--- src/rtl/disp_pkg.sv ---
// -----------------------------------------------------------------------------
// disp_pkg
// Shared definitions for the display update controller:
//   - FSM state encoding (legacy-compatible 2-bit constants)
//   - BCD accumulator width and saturation value
//   - default refresh period
//   - bcd_add3: the "add 3 to every digit >= 5" step of double-dabble
// -----------------------------------------------------------------------------
package disp_pkg;

    // FSM state encoding
    localparam logic [1:0] ST_IDLE   = 2'd0;
    localparam logic [1:0] ST_ARB    = 2'd1;
    localparam logic [1:0] ST_CONV   = 2'd2;
    localparam logic [1:0] ST_COMMIT = 2'd3;

    // Three BCD digits: X.YZ volts
    localparam int BCD_W   = 12;
    // Largest displayable value (9.99 V in 10 mV units)
    localparam int SAT_VAL = 999;

    // 0.5 s at 12 MHz
    localparam int DEF_REFRESH_CYCLES = 6000000;

    // Packed view of the three output digits
    typedef struct packed {
        logic [3:0] d_int;
        logic [3:0] d_f1;
        logic [3:0] d_f2;
    } bcd3_t;

    // Double-dabble correction: every digit that is 5 or more gets +3 so that
    // the following left shift carries correctly into the next decade.
    function automatic logic [BCD_W-1:0] bcd_add3(input logic [BCD_W-1:0] b);
        logic [BCD_W-1:0] r;
        r = b;
        for (int i = 0; i < BCD_W / 4; i++) begin
            if (r[i*4 +: 4] >= 4'd5) begin
                r[i*4 +: 4] = r[i*4 +: 4] + 4'd3;
            end
        end
        return r;
    endfunction

endpackage

--- src/rtl/disp_update_ctrl_if.sv ---
// -----------------------------------------------------------------------------
// disp_update_ctrl_if
// Request/acknowledge bundle between the two measurement sources and the
// display update controller.
//
// Handshake: srcN_req is a level. A source raises it with srcN_val and keeps
// both stable until it sees srcN_ack. srcN_ack is a one-cycle pulse meaning
// "srcN_val has been captured"; the source may then drop req or change val.
// Keeping req high after ack is a new request. Dropping req before ack
// withdraws the request without any side effect.
//
// Signals:
//   src0_req / src1_req  source has a value (master -> slave)
//   src0_val / src1_val  value, unsigned, LSB = 10 mV (master -> slave)
//   src0_ack / src1_ack  capture pulse (slave -> master)
// Modports: master = sources, slave = controller.
// -----------------------------------------------------------------------------
interface disp_update_ctrl_if #(
    parameter int VAL_W = 10
);
    logic             src0_req;
    logic [VAL_W-1:0] src0_val;
    logic             src0_ack;
    logic             src1_req;
    logic [VAL_W-1:0] src1_val;
    logic             src1_ack;

    modport master (
        output src0_req, src0_val, src1_req, src1_val,
        input  src0_ack, src1_ack
    );

    modport slave (
        input  src0_req, src0_val, src1_req, src1_val,
        output src0_ack, src1_ack
    );
endinterface

--- src/rtl/bin2bcd_seq.sv ---
// -----------------------------------------------------------------------------
// bin2bcd_seq
// Sequential double-dabble: converts a VAL_W-bit binary value into a 12-bit
// BCD accumulator, one bit per clock, VAL_W clocks after start.
//
// Ports:
//   clk, rst_n  clock, asynchronous active-low reset
//   start       load bin and begin conversion (ignored bits beyond the
//               accumulator are dropped; callers saturate large values)
//   bin         value to convert, sampled when start=1
//   busy        conversion in progress
//   done        high during the final shift step; bcd holds the finished
//               result from the next cycle until the next start
//   bcd         BCD accumulator {hundreds, tens, units}
// -----------------------------------------------------------------------------
module bin2bcd_seq
    import disp_pkg::*;
#(
    parameter int VAL_W = 10
) (
    input  logic             clk,
    input  logic             rst_n,
    input  logic             start,
    input  logic [VAL_W-1:0] bin,
    output logic             busy,
    output logic             done,
    output logic [BCD_W-1:0] bcd
);
    localparam int CNT_W = $clog2(VAL_W + 1);

    logic [VAL_W-1:0] shreg;
    logic [CNT_W-1:0] cnt;
    logic [BCD_W-1:0] adj;

    assign adj  = bcd_add3(bcd);
    assign done = busy && (cnt == CNT_W'(1));

    always_ff @(posedge clk or negedge rst_n) begin
        if (!rst_n) begin
            busy  <= 1'b0;
            shreg <= '0;
            cnt   <= '0;
            bcd   <= '0;
        end else if (start) begin
            busy  <= 1'b1;
            shreg <= bin;
            cnt   <= CNT_W'(VAL_W);
            bcd   <= '0;
        end else if (busy) begin
            // correct, then shift the next binary MSB into the BCD LSB
            bcd   <= {adj[BCD_W-2:0], shreg[VAL_W-1]};
            shreg <= shreg << 1;
            cnt   <= cnt - CNT_W'(1);
            if (cnt == CNT_W'(1)) begin
                busy <= 1'b0;
            end
        end
    end
endmodule

--- src/rtl/disp_update_ctrl.sv ---
// -----------------------------------------------------------------------------
// disp_update_ctrl
// Shares the seven-segment display between two measurement sources. On every
// refresh tick (unless hold) one source is granted round-robin, its value is
// converted to X.YZ volts in BCD and latched onto the digit outputs, which stay
// stable until the next commit.
//
// Ports:
//   clk, rst_n     clock, asynchronous active-low reset
//   src            request/ack bundle for both sources (slave side)
//   hold           freeze: refresh ticks are dropped while high
//   integer_data   BCD volts digit
//   float1_data    BCD tenths digit
//   float2_data    BCD hundredths digit
//   src_id         source of the displayed value
//   overrange      displayed value was saturated to 9.99
//   upd_pulse      one-cycle pulse in the first cycle the new outputs show
//   dbg_state      current FSM state (ST_* encoding from disp_pkg)
//
// Timing, tick in cycle T: ARB T+1, ack T+2, CONV T+2..T+1+VAL_W,
// COMMIT T+2+VAL_W, outputs/upd_pulse from T+3+VAL_W.
// -----------------------------------------------------------------------------
module disp_update_ctrl
    import disp_pkg::*;
#(
    parameter int REFRESH_CYCLES = DEF_REFRESH_CYCLES,
    parameter int VAL_W          = 10
) (
    input  logic                clk,
    input  logic                rst_n,
    disp_update_ctrl_if.slave   src,
    input  logic                hold,
    output logic [3:0]          integer_data,
    output logic [3:0]          float1_data,
    output logic [3:0]          float2_data,
    output logic                src_id,
    output logic                overrange,
    output logic                upd_pulse,
    output logic [1:0]          dbg_state
);
    localparam int TMR_W = $clog2(REFRESH_CYCLES);

    // ---------------------------------------------------------------- timer
    logic [TMR_W-1:0] timer;
    logic             tick;

    assign tick = (timer == TMR_W'(REFRESH_CYCLES - 1));

    // Free-running; deliberately independent of the FSM and hold.
    always_ff @(posedge clk or negedge rst_n) begin
        if (!rst_n) begin
            timer <= '0;
        end else if (tick) begin
            timer <= '0;
        end else begin
            timer <= timer + TMR_W'(1);
        end
    end

    // ------------------------------------------------------------- arbiter
    logic             rr_ptr;     // id of the last granted source
    logic             gnt_vld;
    logic             gnt_id;
    logic [VAL_W-1:0] gnt_val;

    always_comb begin
        gnt_vld = src.src0_req | src.src1_req;
        // with both requesting, the source not granted last time wins
        if (src.src0_req && src.src1_req) begin
            gnt_id = ~rr_ptr;
        end else begin
            gnt_id = src.src1_req;
        end
        gnt_val = gnt_id ? src.src1_val : src.src0_val;
    end

    // ----------------------------------------------------------------- FSM
    logic [1:0] state;
    logic [1:0] state_nxt;
    logic       cnv_start;
    logic       cnv_busy;
    logic       cnv_done;
    logic [BCD_W-1:0] cnv_bcd;

    assign cnv_start = (state == ST_ARB) && gnt_vld;
    assign dbg_state = state;

    always_comb begin
        state_nxt = state;
        case (state)
            ST_IDLE: begin
                // a tick under hold is dropped, not remembered
                if (tick && !hold) begin
                    state_nxt = ST_ARB;
                end
            end
            ST_ARB: begin
                state_nxt = gnt_vld ? ST_CONV : ST_IDLE;
            end
            ST_CONV: begin
                if (cnv_done) begin
                    state_nxt = ST_COMMIT;
                end else if (!cnv_busy) begin
                    // converter lost its job; never expected, but do not hang
                    state_nxt = ST_IDLE;
                end
            end
            ST_COMMIT: begin
                state_nxt = ST_IDLE;
            end
            default: begin
                state_nxt = ST_IDLE;
            end
        endcase
    end

    always_ff @(posedge clk or negedge rst_n) begin
        if (!rst_n) begin
            state <= ST_IDLE;
        end else begin
            state <= state_nxt;
        end
    end

    // ------------------------------------------------- grant capture + ack
    logic [VAL_W-1:0] cap_val;
    logic             cap_id;
    logic             ack0_q;
    logic             ack1_q;

    always_ff @(posedge clk or negedge rst_n) begin
        if (!rst_n) begin
            cap_val <= '0;
            cap_id  <= 1'b0;
            rr_ptr  <= 1'b1;       // src0 wins the first contest
            ack0_q  <= 1'b0;
            ack1_q  <= 1'b0;
        end else begin
            // registered ack lands in the first CONV cycle
            ack0_q <= cnv_start && !gnt_id;
            ack1_q <= cnv_start &&  gnt_id;
            if (cnv_start) begin
                cap_val <= gnt_val;
                cap_id  <= gnt_id;
                rr_ptr  <= gnt_id;
            end
        end
    end

    assign src.src0_ack = ack0_q;
    assign src.src1_ack = ack1_q;

    // ----------------------------------------------------------- converter
    bin2bcd_seq #(
        .VAL_W (VAL_W)
    ) u_bin2bcd (
        .clk   (clk),
        .rst_n (rst_n),
        .start (cnv_start),
        .bin   (gnt_val),
        .busy  (cnv_busy),
        .done  (cnv_done),
        .bcd   (cnv_bcd)
    );

    // ------------------------------------------------------ output registers
    logic  sat;
    bcd3_t digits;

    // compare at 32 bits so any VAL_W works against the 999 limit
    assign sat = ({{(32 - VAL_W){1'b0}}, cap_val} > 32'(SAT_VAL));

    always_comb begin
        if (sat) begin
            digits = '{d_int: 4'd9, d_f1: 4'd9, d_f2: 4'd9};
        end else begin
            digits = '{d_int: cnv_bcd[11:8], d_f1: cnv_bcd[7:4], d_f2: cnv_bcd[3:0]};
        end
    end

    // Outputs move only in COMMIT, so the display never shows partial results.
    always_ff @(posedge clk or negedge rst_n) begin
        if (!rst_n) begin
            integer_data <= 4'd0;
            float1_data  <= 4'd0;
            float2_data  <= 4'd0;
            src_id       <= 1'b0;
            overrange    <= 1'b0;
            upd_pulse    <= 1'b0;
        end else begin
            upd_pulse <= 1'b0;
            if (state == ST_COMMIT) begin
                integer_data <= digits.d_int;
                float1_data  <= digits.d_f1;
                float2_data  <= digits.d_f2;
                src_id       <= cap_id;
                overrange    <= sat;
                upd_pulse    <= 1'b1;
            end
        end
    end
endmodule

--- src/flat_wrapper.sv ---
// flat-port wrapper written by rule: the top's interface ports become plain ports
module disp_update_ctrl_flat import disp_pkg::*;
#(
    parameter int REFRESH_CYCLES = DEF_REFRESH_CYCLES,
    parameter int VAL_W          = 10
)
  (clk, rst_n, hold, integer_data, float1_data, float2_data, src_id, overrange, upd_pulse, dbg_state, src_src0_req, src_src0_val, src_src1_req, src_src1_val, src_src0_ack, src_src1_ack);
  disp_update_ctrl_if #(.VAL_W(VAL_W)) src_i ();
  input  logic clk;
  input  logic rst_n;
  input  logic hold;
  output logic [3:0] integer_data;
  output logic [3:0] float1_data;
  output logic [3:0] float2_data;
  output logic src_id;
  output logic overrange;
  output logic upd_pulse;
  output logic [1:0] dbg_state;
  input wire logic [$bits(src_i.src0_req)-1:0] src_src0_req;
  input wire logic [$bits(src_i.src0_val)-1:0] src_src0_val;
  input wire logic [$bits(src_i.src1_req)-1:0] src_src1_req;
  input wire logic [$bits(src_i.src1_val)-1:0] src_src1_val;
  output wire logic [$bits(src_i.src0_ack)-1:0] src_src0_ack;
  output wire logic [$bits(src_i.src1_ack)-1:0] src_src1_ack;
  assign src_i.src0_req = src_src0_req;
  assign src_i.src0_val = src_src0_val;
  assign src_i.src1_req = src_src1_req;
  assign src_i.src1_val = src_src1_val;
  assign src_src0_ack = src_i.src0_ack;
  assign src_src1_ack = src_i.src1_ack;
  disp_update_ctrl #(.REFRESH_CYCLES(REFRESH_CYCLES), .VAL_W(VAL_W)) u_core (.clk(clk), .rst_n(rst_n), .src(src_i), .hold(hold), .integer_data(integer_data), .float1_data(float1_data), .float2_data(float2_data), .src_id(src_id), .overrange(overrange), .upd_pulse(upd_pulse), .dbg_state(dbg_state));
endmodule
--- config.mk ---
export PLATFORM = sky130hd
export DESIGN_NAME = disp_update_ctrl_flat
export DESIGN_NICKNAME = d
export VERILOG_FILES = /design/src/rtl/disp_pkg.sv /design/src/rtl/disp_update_ctrl_if.sv /design/src/rtl/bin2bcd_seq.sv /design/src/rtl/disp_update_ctrl.sv /design/src/flat_wrapper.sv
export SDC_FILE = /design/constraint.sdc
export NUM_CORES = 1
export LEC_CHECK = 0
export ABC_AREA = 1
export ABC_CLOCK_PERIOD_IN_PS = 3100
export BUFFER_PORTS_ARGS = -buffer_cell sky130_fd_sc_hd__buf_2
export CORE_MARGIN = 1
export CORE_UTILIZATION = 30
export CTS_BUF_LIST = sky130_fd_sc_hd__clkbuf_16
export DETAILED_ROUTE_END_ITERATION = 10
export SKIP_LAST_GASP = 1
export SYNTH_ARGS = -nofsm -noshare
export SYNTH_HDL_FRONTEND = slang
export SYNTH_SLANG_ARGS = --single-unit
--- constraint.sdc ---
create_clock -name clk -period 3.1 [get_ports clk]
set_clock_uncertainty 0.1 [all_clocks]
set_input_delay 0.93 -clock clk [delete_from_list [all_inputs] [get_ports clk]]
set_output_delay 0.93 -clock clk [all_outputs]
set_load 0.02 [all_outputs]
==> summary.md, run 1 <==
| Metric | Value |
|---|---|
| Outcome | `finished clean` |
| Most frequent cell after synthesis | `nand2_1` |
| Pre-antenna DRT Iters | `4` |
| Area fraction of the dominant cell type after synthesis | `49.31%` |
| Top post-synthesis cells by area | `dfrtp_1, nand2_1, nor2_1, inv_1, o21ai_0` |
| Clock slew at reported path FFs | `60 ps` |
| CTS tree | `built` |
| Die height | `116.1 um` |
| Max VDD drop | `0.2351 mV` |
| Worst EP required | `3260 ps` |
| Fin crit period | `2101 ps` |
| Congestion Overflow GR | `0` |
| Sink Count | `78` |
| Routability Congestion | `0.8930` |
| Non-Filler Instances | `722` |
| Avg Inst Size Synth | `7.862 um2` |
| Max Cap Violations | `0` |
| Remaining routing DRC violations | `0` |
| Starting density of the core | `30.84%` |
| Reg2reg path depth | `5` |
| Leak | `2.296 nW` |
| DRT iter0 DRCs | `166` |
| Routed Wire Length | `8999 um` |
| Horiz. Die Dim | `116.1 um` |
| Vias in the first global route | `3284` |
| CP endpoint kind | `register` |
| Hold Fails Final Rpt | `0` |
| Final ANT Viol Nets | `0` |
| Worst path arrival time | `2260 ps` |
| Post-synthesis sequential area ratio | `49.98%` |
| Inst Count DP | `706` |
| Worst-Skew Late Latency | `340 ps` |
| DP HPWL | `6527 um` |
| Worst setup path start | `src_src1_req` |
| Post-synth EDFFs | `0` |
| Final setup vio count | `0` |
| Synth Cell Area | `0.003907 mm2` |
| Vias/cell | `4.561` |
| First-pass GRT wire length | `15480 um` |
| DP Area | `0.004319 mm2` |
| Fin area | `0.004599 mm2` |
| Overall Global Routing Usage | `15.00%` |
| Post-CTS resize count | `0` |
| Dominant synthesized flop cell | `dfrtp_1` |
| Via Count | `3293` |
| Max frequency | `0.4759 GHz` |
| Total negative slack | `0 ps` |
| Synthesized flop and latch total | `78` |
| CTS buffer count | `9` |
| Critical Path Sink | `u_core.u_bin2bcd.shreg[4]$_DFFE_PN0P_` |
| FFs w/ async S/R, synth | `100.0%` |
| Max Fanout on Critical Path | `21` |
| Hold Path Class | `register to register` |
| Mapped Cells | `497` |
| Post-CTS setup buffers | `0` |
| Flop2flop setup slack | `1250 ps` |
| R2R Path End | `u_core.u_bin2bcd.shreg[4]$_DFFE_PN0P_` |
| Share of cells above drive strength 1 | `13.64%` |
| YS warnings | `0` |
| Clock tree buffer depth | `2` |
| Worst-Margin Slew | `543.5 ps` |
| Core area | `0.01267 mm2` |
| Largest net degree at the start of global routing | `42` |
| R2R Path Start | `u_core.dbg_state[0]$_DFFE_PN0P_` |
| Post-CTS Hold Buffers | `0` |
| Top cells by count, synth | `nand2_1, dfrtp_1, nor2_1` |
| RSZ-0062 raised after global routing | `no` |
| Period utilization | `67.79%` |
| Die ar. | `0.01349 mm2` |
| Initial antenna violation count | `0` |
| Area Growth Syn to Fin | `17.71%` |
| H-tree depth | `3` |
| Nets | `579` |
| Clock root buffer | `clkbuf_16` |
| Setup crit start kind | `primary input` |
| Hold path startpoint | `u_core.rr_ptr$_DFFE_PN1P_` |
| Average wire per standard cell | `12.46 um` |
| Worst slew margin | `63.77%` |
| Yosys top cell by area | `dfrtp_1` |
| Power per cell area | `452.3 mW/mm2` |
| Ant. Diodes | `0` |
| I/O pins | `44` |
| Max Slew Vio Count | `0` |
| Syn_nets | `531` |
| IO Port Bufs | `43` |
| Cell variety after synth | `30` |
| Crit path kind | `primary input to register` |
| Placement Rows | `41` |
## sequential cells by signal, summed over array words and instances (netlist names)
register and flops:
u_core.timer 23, u_core.u_bin2bcd.bcd 12, u_core.u_bin2bcd.shreg 10, u_core.cap_val 7, u_core.float1_data 4, u_core.float2_data 4
u_core.integer_data 4, u_core.u_bin2bcd.cnt 4, u_core.dbg_state 2, u_core.cap_id 1, u_core.overrange 1, u_core.rr_ptr 1
u_core.src.src0_ack 1, u_core.src.src1_ack 1, u_core.src_id 1, u_core.u_bin2bcd.busy 1, u_core.upd_pulse 1
## cells in the final DEF (no fill, tap or decap)
cell type and instances:
o21a_1 1, bufinv_16 1, ha_1 9, nand2_1 154, a31oi_1 11, a22oi_1 2, inv_1 53, nor2_2 4
clkbuf_16 9, nor2_1 76, nand3b_1 1, o31ai_1 4, o22ai_1 2, nand2_2 5, or2_2 2, nor3_1 4
nand3_1 20, nor2_4 2, clkinv_1 4, inv_2 2, clkinv_2 2, nand3_2 1, xor2_1 9, dfstp_2 1
buf_2 42, a21oi_1 9, nor3_4 1, and3_1 1, buf_12 1, dfrtp_1 77, xnor2_1 4, o21ai_0 27
nand4_1 7, buf_4 2
## critical path, stage by stage
cell and delay (ps):
buf_2 100, inv_1 40, nand2_1 60, nand3_2 330, nand2_2 370, buf_4 230, nor2_1 60, a31oi_1 140
## report_power, final
| group | leakage [nW] | internal [mW] | switching [mW] |
|---|---|---|---|
| registers | 1.05 | 1.02 | 0 |
| clock network | 0.139 | 0.609 | 0.400 |
| logic | 1.11 | 0.0186 | 0.0341 |
## routing by layer
metal  up-vias  track usage [%]  wire length, um
li1       1668                -                -
met1      1535            18.74             4203
met2        76            24.25             4148
met4         0            5.983              167
met5         -                0                0
met3        14            4.619              479
## cells by family after synthesis
family                     share of synthesized area, %
buffers and inverters                             6.532
AOI/OAI and AO/OA                                 8.037
DFF                                               49.98
xor gates and xnor gates                          2.914
adders and majority gates                         2.882
and+or+nand+nor                                   29.65
## layout make-up
type,count,area [um2]
clock buffer,9,225.2
sequential,78,1953
clock inverter,7,55.05
fill,1348,8071
multi-input combinational,356,1699
tap,172,215.2
timing repair buffer,45,245.2
inverter,55,206.4
## worst min-delay path by stage
stage	endpoint	cells after the start
final	u_core.rr_ptr$_DFFE_PN1P_	2
after global routing	u_core.cap_val[7]$_DFFE_PN0P_	2
after CTS	u_core.cap_val[9]$_DFFE_PN0P_	2
after detailed placement	u_core.cap_val[9]$_DFFE_PN0P_	2
after global placement	u_core.cap_val[9]$_DFFE_PN0P_	2
after floorplan	u_core.rr_ptr$_DFFE_PN1P_	2
## stage by stage
step	total power, mW	setup slack, ps	hold slack, ps	utilization (%)
6_report	2.080	998.5	380.9	36.30
5_1_grt	2.163	827.6	418.1	36.30
4_1_cts	2.113	1008	382.6	36.30
2_1_floorplan	1.050	1309	348.1	-
3_5_place_dp	1.092	661.8	367.0	34.09
3_3_place_gp	1.090	702.9	367.9	34.09
(Power assumes the default switching activity.)
==> run 2, diff against run 1 <==
Settings changed: ABC_CLOCK_PERIOD_IN_PS 3100 to 2000.
Clock period 3.1 ns to 2 ns, I/O delays scaled along.
==> run 2 against run 1 <==
Against the previous run: sequential share of layout area is 0.28 points lower; worst setup slack worse by 700 ps; critical path type is now register to output pin; combinational power is 66% higher; final cell count increased by 0.69%; wire length is 0.33% lower; non-clock buffer count increased by 7; total power is 48% higher; sequential power rose by 55%; global-route usage is 0.15 points lower; clock power rose by 40%; highest routed layer unchanged; utilization up 0.24 points.
==> summary.md, run 2 (synthesized netlist as in run 1, its figures left out) <==
| Metric | Value |
|---|---|
| Nets | `586` |
| Max Fanout on Critical Path | `6` |
| Power per cell area | `663.9 mW/mm2` |
| Clock slew at reported path FFs | `60 ps` |
| Average wire per standard cell | `12.34 um` |
| Ant. Diodes | `0` |
| Fin crit period | `1705 ps` |
| Sink Count | `78` |
| Vias/cell | `4.569` |
| Top Registers | `u_core.timer x23, u_core.u_bin2bcd.bcd x12, u_core.u_bin2bcd.shreg x10` |
| Post-CTS Hold Buffers | `0` |
| Via Count | `3322` |
| CP endpoint kind | `output pin` |
| Horiz. Die Dim | `116.1 um` |
| Worst slew margin | `70.09%` |
| RSZ-0062 raised after global routing | `no` |
| Crit path kind | `register to output pin` |
| Leak | `2.318 nW` |
| Critical-path cell list | `buf_2` |
| Worst-Skew Late Latency | `340 ps` |
| Max Slew Vio Count | `0` |
| Clock root buffer | `clkbuf_16` |
| Fill count | `1315` |
| Inst Count DP | `713` |
| Post-CTS resize count | `0` |
| Worst EP required | `1300 ps` |
| Worst setup path start | `u_core.dbg_state[0]$_DFFE_PN0P_` |
| Share of cells above drive strength 1 | `14.41%` |
| Period utilization | `85.25%` |
| IO Port Bufs | `43` |
| Worst-Margin Slew | `448.6 ps` |
| Final ANT Viol Nets | `0` |
| Initial antenna violation count | `0` |
| Pre-antenna DRT Iters | `4` |
| Non-Filler Instances | `727` |
| Biggest register | `u_core.timer` |
| Die ar. | `0.01349 mm2` |
| Final setup vio count | `0` |
| Max frequency | `0.5865 GHz` |
| Top Family by Delay on Critical Path | `flip-flops` |
| Area Growth Syn to Fin | `18.48%` |
| Largest net degree at the start of global routing | `30` |
| Most frequent cells in the layout | `nand2_1, dfrtp_1, nor2_1` |
| Congestion Overflow GR | `0` |
| Total negative slack | `0 ps` |
| Starting density of the core | `30.84%` |
| Max Cap Violations | `0` |
| Slowest-stage cell, CP | `dfrtp_1` |
| Hold Fails Final Rpt | `0` |
| First-pass GRT wire length | `15180 um` |
| Clock tree buffer depth | `2` |
| Outcome | `finished clean` |
| CP peak stage delay | `450 ps` |
| Vias in the first global route | `3243` |
| Commonest non-fill, non-tap cell in the layout | `nand2_1` |
| Max VDD drop | `0.3056 mV` |
| DP HPWL | `6619 um` |
| Placement Rows | `41` |
| Overall Global Routing Usage | `14.85%` |
| H-tree depth | `3` |
| Worst Hold Margin | `100.1 ps` |
| I/O pins | `44` |
| Power Total | `3.073 mW` |
| Hold Path Class | `primary input to async pin` |
| DRT iter0 DRCs | `146` |
| Core area | `0.01267 mm2` |
| CTS tree | `built` |
| R2R Path Start | `u_core.timer[1]$_DFF_PN0_` |
| Routability Congestion | `0.8551` |
| Worst path arrival time | `1010 ps` |
| Post-CTS setup buffers | `0` |
| Largest register FFs | `23` |
| Die height | `116.1 um` |
| Buf+Inv Stages, Crit Path | `1` |
| Remaining routing DRC violations | `0` |
| CTS buffer count | `9` |
| Setup crit start kind | `register` |
| Routed Wire Length | `8969 um` |
==> run 2: changes by cell type in the layout (fill, tap and decap cells not counted), sizes merged <==
cell    change
buf         +7
clkinv      -2
bufinv      -1
inv         +1
==> run 2: worst register-to-register path: stages, from the launching register on <==
cell     delay, ps
dfrtp_1        360
ha_1           250
nand2_1         90
nor2_2         190
nand3_1        100
nor2_1         130
nand2_1        200
nand2_1        120
inv_1           40
==> run 2: final cells by class <==
cell class	count	area (um2)	area share, %
clock buffers	9	225.2	4.865
clock inverters	5	20.02	0.4324
inverters	55	206.4	4.459
multi-input cells	356	1699	36.70
flip-flops and latches	78	1953	42.19
well taps	172	215.2	4.649
repair buffers	52	310.3	6.703
==> run 2: through the flow <==
stage / worst slack [ps] / cell area [um2] / utilization (%)
after floorplan: 539.4 / 3908 / -
after global placement: 265.5 / 4384 / 34.60
after detailed placement: 226.8 / 4384 / 34.60
after CTS: 274.7 / 4629 / 36.54
after global routing: 109.3 / 4629 / 36.54
final: 294.9 / 4629 / 36.54
==> run 2: power breakdown <==
part | switching [mW] | internal [mW]
Sequential | 0 | 1.58
Clock | 0.601 | 0.805
Combinational | 0.0550 | 0.0327
==> run 2: path summary, 6_finish.rpt <==
check | end | slack, ps | depth (start not counted)
max | dbg_state[0] | 290 | 1
max reg2reg | u_core.timer[0]$_DFF_PN0_ | 320 | 8
min reg2reg | u_core.float2_data[1]$_DFFE_PN0P_ | 380 | 2
min | u_core.timer[11]$_DFF_PN0_ | 100 | 1
max in group asynchronous | u_core.float2_data[1]$_DFFE_PN0P_ | 1180 | 2
min in group clk | u_core.u_bin2bcd.shreg[0]$_DFFE_PN0P_ | 370 | 3
==> run 2: routing by layer <==
metal  global-route usage (%)  wire length, um
met5                        0                0
met4                    8.974              247
met3                    2.854              321
met2                    24.01             4218
met1                    18.47             4180
